[config.mk]
export PLATFORM = sky130hd
export DESIGN_NAME = sap_bus_tap_flat
export DESIGN_NICKNAME = d
export VERILOG_FILES = /design/src/rtl/sap_bus_tap_if.sv /design/src/rtl/sap_bus_tap.sv /design/src/flat_wrapper.sv
export SDC_FILE = /design/constraint.sdc
export NUM_CORES = 1
export LEC_CHECK = 0
export CAP_MARGIN = 20
export CORE_MARGIN = 4
export CORE_UTILIZATION = 55
export DETAILED_ROUTE_END_ITERATION = 8
export PLACE_DENSITY = 0.85
export REMOVE_ABC_BUFFERS = 1
export SETUP_SLACK_MARGIN = 0.3
export SLEW_MARGIN = 40
export SYNTH_ARGS = -nofsm -noshare
export SYNTH_HDL_FRONTEND = slang
export SYNTH_SLANG_ARGS = --single-unit
[constraint.sdc]
create_clock -name clk -period 4.5 [get_ports clk]
set_input_delay 0.675 -clock clk [delete_from_list [all_inputs] [get_ports clk]]
set_output_delay 0.675 -clock clk [all_outputs]
set_load 0.01 [all_outputs]
[src/rtl/sap_bus_tap_if.sv]
// Byte-serial output stream of the SAP-2 bus tap.
//   out_data  : current byte of the head word
//   out_valid : out_data is valid
//   out_ready : consumer accepts the byte when out_valid && out_ready
// master = the tap (producer), slave = the consumer.
interface sap_bus_tap_if;
  logic [7:0] out_data;
  logic       out_valid;
  logic       out_ready;

  modport master (output out_data, output out_valid, input  out_ready);
  modport slave  (input  out_data, input  out_valid, output out_ready);
endinterface

[src/rtl/sap_bus_tap.sv]
// Capture-and-stream tap for the SAP-2 shared CPU bus.
// Snapshots bus words into a FIFO and streams each word out LSB byte first.
//   clk, rst_n : clock (rising edge), asynchronous active-low reset
//   ena        : capture enable (streaming continues when low)
//   bus_in     : CPU bus value
//   cap_stb    : capture strobe (mode 0)
//   mode       : 0=strobe, 1=on-change, 2=every cycle, 3=hold
//   clr        : synchronous flush of FIFO, beat index and overflow flag
//   out_if     : byte stream (out_data / out_valid / out_ready)
//   overflow   : sticky, a capture was dropped because the FIFO was full
//   fill       : number of words stored, 0..DEPTH
module sap_bus_tap #(
  parameter int unsigned BUS_W = 16,
  parameter int unsigned DEPTH = 8,
  parameter int unsigned CNT_W = $clog2(DEPTH) + 1
) (
  input  logic               clk,
  input  logic               rst_n,
  input  logic               ena,
  input  logic [BUS_W-1:0]   bus_in,
  input  logic               cap_stb,
  input  logic [1:0]         mode,
  input  logic               clr,
  sap_bus_tap_if.master      out_if,
  output logic               overflow,
  output logic [CNT_W-1:0]   fill
);

  localparam int unsigned NB     = BUS_W / 8;
  localparam int unsigned PTR_W  = $clog2(DEPTH);
  localparam int unsigned BEAT_W = (NB > 1) ? $clog2(NB) : 1;
  localparam logic [BEAT_W-1:0] LAST_BEAT = BEAT_W'(NB - 1);
  localparam logic [CNT_W-1:0]  FULL_CNT  = CNT_W'(DEPTH);

  typedef enum logic [1:0] {
    MODE_STROBE = 2'd0,
    MODE_CHANGE = 2'd1,
    MODE_EVERY  = 2'd2,
    MODE_HOLD   = 2'd3
  } cap_mode_e;

  logic [BUS_W-1:0]  r_mem [DEPTH];
  logic [PTR_W-1:0]  r_wr_ptr;
  logic [PTR_W-1:0]  r_rd_ptr;
  logic [BEAT_W-1:0] r_beat;
  logic [CNT_W-1:0]  r_fill;
  logic [BUS_W-1:0]  r_last_bus;
  logic              r_overflow;

  cap_mode_e         w_mode;
  logic              w_cap_req;
  logic              w_full;
  logic              w_empty;
  logic              w_accept;
  logic              w_pop;
  logic              w_push;
  logic              w_drop;
  logic [CNT_W-1:0]  w_fill_nxt;
  logic [BUS_W-1:0]  w_head;
  logic [7:0]        w_byte;

  assign w_mode  = cap_mode_e'(mode);
  assign w_full  = (r_fill == FULL_CNT);
  assign w_empty = (r_fill == '0);

  always_comb begin
    w_cap_req = 1'b0;
    if (ena) begin
      case (w_mode)
        MODE_STROBE: w_cap_req = cap_stb;
        MODE_CHANGE: w_cap_req = (bus_in != r_last_bus);
        MODE_EVERY:  w_cap_req = 1'b1;
        MODE_HOLD:   w_cap_req = 1'b0;
        default:     w_cap_req = 1'b0;
      endcase
    end
  end

  assign w_accept = !w_empty && out_if.out_ready;
  assign w_pop    = w_accept && (r_beat == LAST_BEAT);
  // A full FIFO still takes the capture when its head word leaves this cycle.
  assign w_push   = w_cap_req && (!w_full || w_pop);
  assign w_drop   = w_cap_req && w_full && !w_pop;

  always_comb begin
    w_fill_nxt = r_fill;
    if (w_push && !w_pop)      w_fill_nxt = r_fill + CNT_W'(1);
    else if (!w_push && w_pop) w_fill_nxt = r_fill - CNT_W'(1);
  end

  always_ff @(posedge clk or negedge rst_n) begin
    if (!rst_n) begin
      r_wr_ptr   <= '0;
      r_rd_ptr   <= '0;
      r_beat     <= '0;
      r_fill     <= '0;
      r_last_bus <= '0;
      r_overflow <= 1'b0;
    end else begin
      r_last_bus <= bus_in;
      if (clr) begin
        r_wr_ptr   <= '0;
        r_rd_ptr   <= '0;
        r_beat     <= '0;
        r_fill     <= '0;
        r_overflow <= 1'b0;
      end else begin
        r_fill <= w_fill_nxt;
        if (w_push) r_wr_ptr <= r_wr_ptr + PTR_W'(1);
        if (w_pop) begin
          r_rd_ptr <= r_rd_ptr + PTR_W'(1);
          r_beat   <= '0;
        end else if (w_accept) begin
          r_beat <= r_beat + BEAT_W'(1);
        end
        if (w_drop) r_overflow <= 1'b1;
      end
    end
  end

  // Storage needs no reset: it is only observed while fill is non-zero.
  always_ff @(posedge clk) begin
    if (w_push && !clr) r_mem[r_wr_ptr] <= bus_in;
  end

  assign w_head = r_mem[r_rd_ptr];

  always_comb begin
    w_byte = '0;
    for (int unsigned b = 0; b < NB; b++) begin
      if (r_beat == BEAT_W'(b)) w_byte = w_head[8*b +: 8];
    end
  end

  assign out_if.out_valid = !w_empty;
  assign out_if.out_data  = w_empty ? 8'h00 : w_byte;
  assign overflow         = r_overflow;
  assign fill             = r_fill;

endmodule

[src/flat_wrapper.sv]
// flat-port wrapper written by rule: the top's interface ports become plain ports
module sap_bus_tap_flat 
#(
  parameter int unsigned BUS_W = 16,
  parameter int unsigned DEPTH = 8,
  parameter int unsigned CNT_W = $clog2(DEPTH) + 1
)
  (clk, rst_n, ena, bus_in, cap_stb, mode, clr, overflow, fill, out_if_out_data, out_if_out_valid, out_if_out_ready);
  sap_bus_tap_if out_if_i ();
  input  logic clk;
  input  logic rst_n;
  input  logic ena;
  input  logic [BUS_W-1:0] bus_in;
  input  logic cap_stb;
  input  logic [1:0] mode;
  input  logic clr;
  output logic overflow;
  output logic [CNT_W-1:0] fill;
  output wire logic [$bits(out_if_i.out_data)-1:0] out_if_out_data;
  output wire logic [$bits(out_if_i.out_valid)-1:0] out_if_out_valid;
  input wire logic [$bits(out_if_i.out_ready)-1:0] out_if_out_ready;
  assign out_if_out_data = out_if_i.out_data;
  assign out_if_out_valid = out_if_i.out_valid;
  assign out_if_i.out_ready = out_if_out_ready;
  sap_bus_tap #(.BUS_W(BUS_W), .DEPTH(DEPTH), .CNT_W(CNT_W)) u_core (.clk(clk), .rst_n(rst_n), .ena(ena), .bus_in(bus_in), .cap_stb(cap_stb), .mode(mode), .clr(clr), .out_if(out_if_i), .overflow(overflow), .fill(fill));
endmodule
==> impl_metrics.tcl <==
set metrics [dict create \
    ys_warn_count 0 \
    setup_viol 0 \
    synth_ff_type "edfxtp_1" \
    powerDensity_mw_per_mm2 509 \
    core_mm2 0.0110 \
    crit_slowest_cell "dfrtp_2" \
    synth_cell_types 35 \
    final_cell_count_no_fill 535 \
    status "finished, final reports clean" \
    yosysMostFrequentCell "edfxtp_1" \
    critPathTopFamily "multiplexers" \
    synthDominantCellAreaShare_pct 61.3 \
    yosys.area.top_type "edfxtp_1" \
    fp-row-count 38 \
    die-area_mm2 0.0132 \
    rsz0062_at_grt "no" \
    crit_type "reg2out" \
    grt_pass1_vias 3340 \
    relSlewSlack_pct 57.0 \
    cts_made_buffers 17 \
    synth_area_mm2 0.00627 \
    htreeDepth 4 \
    cts_resized 0 \
    grt_pass1_wl_um 19100 \
    io_buffers 37 \
    crit_fanout 18 \
    startpoint "u_core.r_rd_ptr[0]" \
    crit_top_cell "mux4_2" \
    synthTopCellsByArea "edfxtp_1 61%, mux4_2 14%, dfrtp_1 11%" \
    min_path_type "reg2reg" \
    place_area_mm2 0.00691 \
    drive_gt1_share_pct 25.6 \
    syn_to_final_growth_pct 20.8 \
    holdBufCountCts 0 \
    design_area_mm2 0.00757 \
    dpl.hpwl_um 7190 \
    reg2reg_from "u_core.r_last_bus[2]" \
    layout_min_cycle_time_ns 3.83 \
    cts-root-buf "clkbuf_16" \
    fmax_ghz 0.261 \
    ant_nets 0 \
    cap_violations 0 \
    die_w_um 115 \
    start_kind "flop" \
    skew_ns 0.0128 \
    viasPerCell 5.89 \
    cts_tree "yes" \
    crit_chain "buf_12 -> mux4_2 -> mux4_2 -> and2_1 -> clkdlybuf4s50_1" \
    ir_drop_uv 312 \
    clk_path_buf_depth 2 \
    tns_ns 0 \
    ys_async_sr_fraction_pct 17.9 \
    wire_per_inst_um 22.8 \
    endpoint_kind "output pin" \
    nFillCells 654 \
    max_stage_delay_ns 0.77 \
    syn_inst 320 \
    postCtsSetupBuffers 0 \
    clk_pin_slew_ns 0.06 \
    start_util_pct 57.1 \
    arrival_ns 3.16 \
    clock_sinks 156 \
    boundaryPins 38 \
    drv_slew 0 \
    yosysSeqAreaShare_pct 72.5 \
    synth_area_per_cell_um2 19.6 \
    synth_common_cells "128 x edfxtp_1, 40 x mux4_2, 28 x dfrtp_1, 22 x nor2_1, 20 x xor2_1" \
    insertedDiodeCount 0 \
    synth-edff-count 128 \
    drt_iter0_markers 233 \
    drt_pre_antenna_iters 4 \
    gp_congestion 0.812 \
    fin_nets 411 \
    routed_wl_um 12200 \
    worstPathRequired_ns 3.83 \
    vias 3150 \
    fin_hold_ws_ns 0.512 \
    track_usage_pct 20.3 \
    leakage_nw 2.59 \
    drc 0 \
    dp.cells 503 \
    grt_max_degree 29 \
    antenna_found_initial 0 \
    hp-start "u_core.overflow" \
    hold_viol_final 0 \
    cp.buffers_inverters 2 \
    die_h_um 115 \
    ys_ff_latch 156 \
    tightest_slew_ns 0.645 \
    fin_crit_sh_pct 85.1 \
    clock_latency_ns 0.42 \
    grt_overflow_total 0 \
]
kinds of logic after synthesis:
logic type,synth area share [%]
AND/OR/NAND/NOR,4.71
multiplexers,15.6
adder cells (fa/ha/maj),1.12
AO/OA/AOI/OAI,1.62
flip-flops,72.5
buffers and inverters,1.52
XOR/XNOR,2.94
layout make-up:
type                            count  area (um^2)  area share (%)
Sequential cell                   156         4550            60.1
Tap cell                          140          175            2.31
Multi-Input combinational cell    146         1640            21.7
Clock inverter                      9          184            2.43
Inverter                            6         22.5           0.298
Timing Repair Buffer               55          518            6.85
Clock buffer                       23          478            6.32
through the flow:
step	util [%]	total power, mW	setup slack [ns]
after detailed placement	62.9	2.32	0.474
final	68.9	3.85	0.669
after floorplan	-	2.03	0.944
after global placement	62.8	2.29	0.595
after CTS	68.9	3.87	0.598
after global routing	68.9	3.99	0.508
sequential cells by signal, summed over array words and instances, names as in the netlist:
name and count:
u_core.fill 4, u_core.r_rd_ptr 3, u_core.r_beat 1, u_core.r_mem 128, u_core.r_last_bus 16, u_core.r_wr_ptr 3
u_core.overflow 1
placed cells by master (no fill, tap or decap), types with 3 or more instances in the layout:
master,count
nand2_1,9
xor2_1,20
mux2_4,3
a21oi_1,3
bufinv_16,5
edfxtp_1,128
inv_1,6
mux2i_1,3
ha_1,4
mux4_2,40
clkbuf_1,3
a21o_1,3
clkbuf_8,3
and2_1,8
clkdlybuf4s50_1,37
nor2_1,20
nor3_1,5
buf_4,17
clkbuf_16,17
dfrtp_1,27
nor4_1,4
worst paths after layout:
check / to / slack, ns / depth (start not counted)
setup / recovery: out_if_out_data[6] / 0.67 / 5
hold / removal: u_core.overflow / 0.51 / 2
setup reg to reg: u_core.fill[3] / 1.37 / 10
hold reg to reg: u_core.overflow / 0.51 / 2
max in group asynchronous: u_core.r_rd_ptr[0] / 3.53 / 2
min in group asynchronous: u_core.fill[3] / 0.66 / 2
power breakdown:
part	internal, mW	switching, mW	total [mW]	leakage [nW]
Combinational	0.334	0.290	0.624	0.770
Clock	1.03	0.534	1.57	0.318
Sequential	1.61	0.0480	1.66	1.50
routing by layer:
layer	share of wire [%]	up-vias	global-route usage, %
met2	52	109	33.7
met3	5.8	12	5.26
li1	-	1390	-
met5	0	-	0
met4	1.3	0	6.49
met1	40	1639	26.6
worst register-to-register path, delay by kind of cell, from the launching register on:
family          cells  cell delay (ns)
xor+xnor            1             0.17
flops               1             0.38
mux                 1             0.14
fa+ha+maj           1             0.31
compound gates      4             0.96
simple gates        3             1.03
Power figures use the tool's default switching activity.
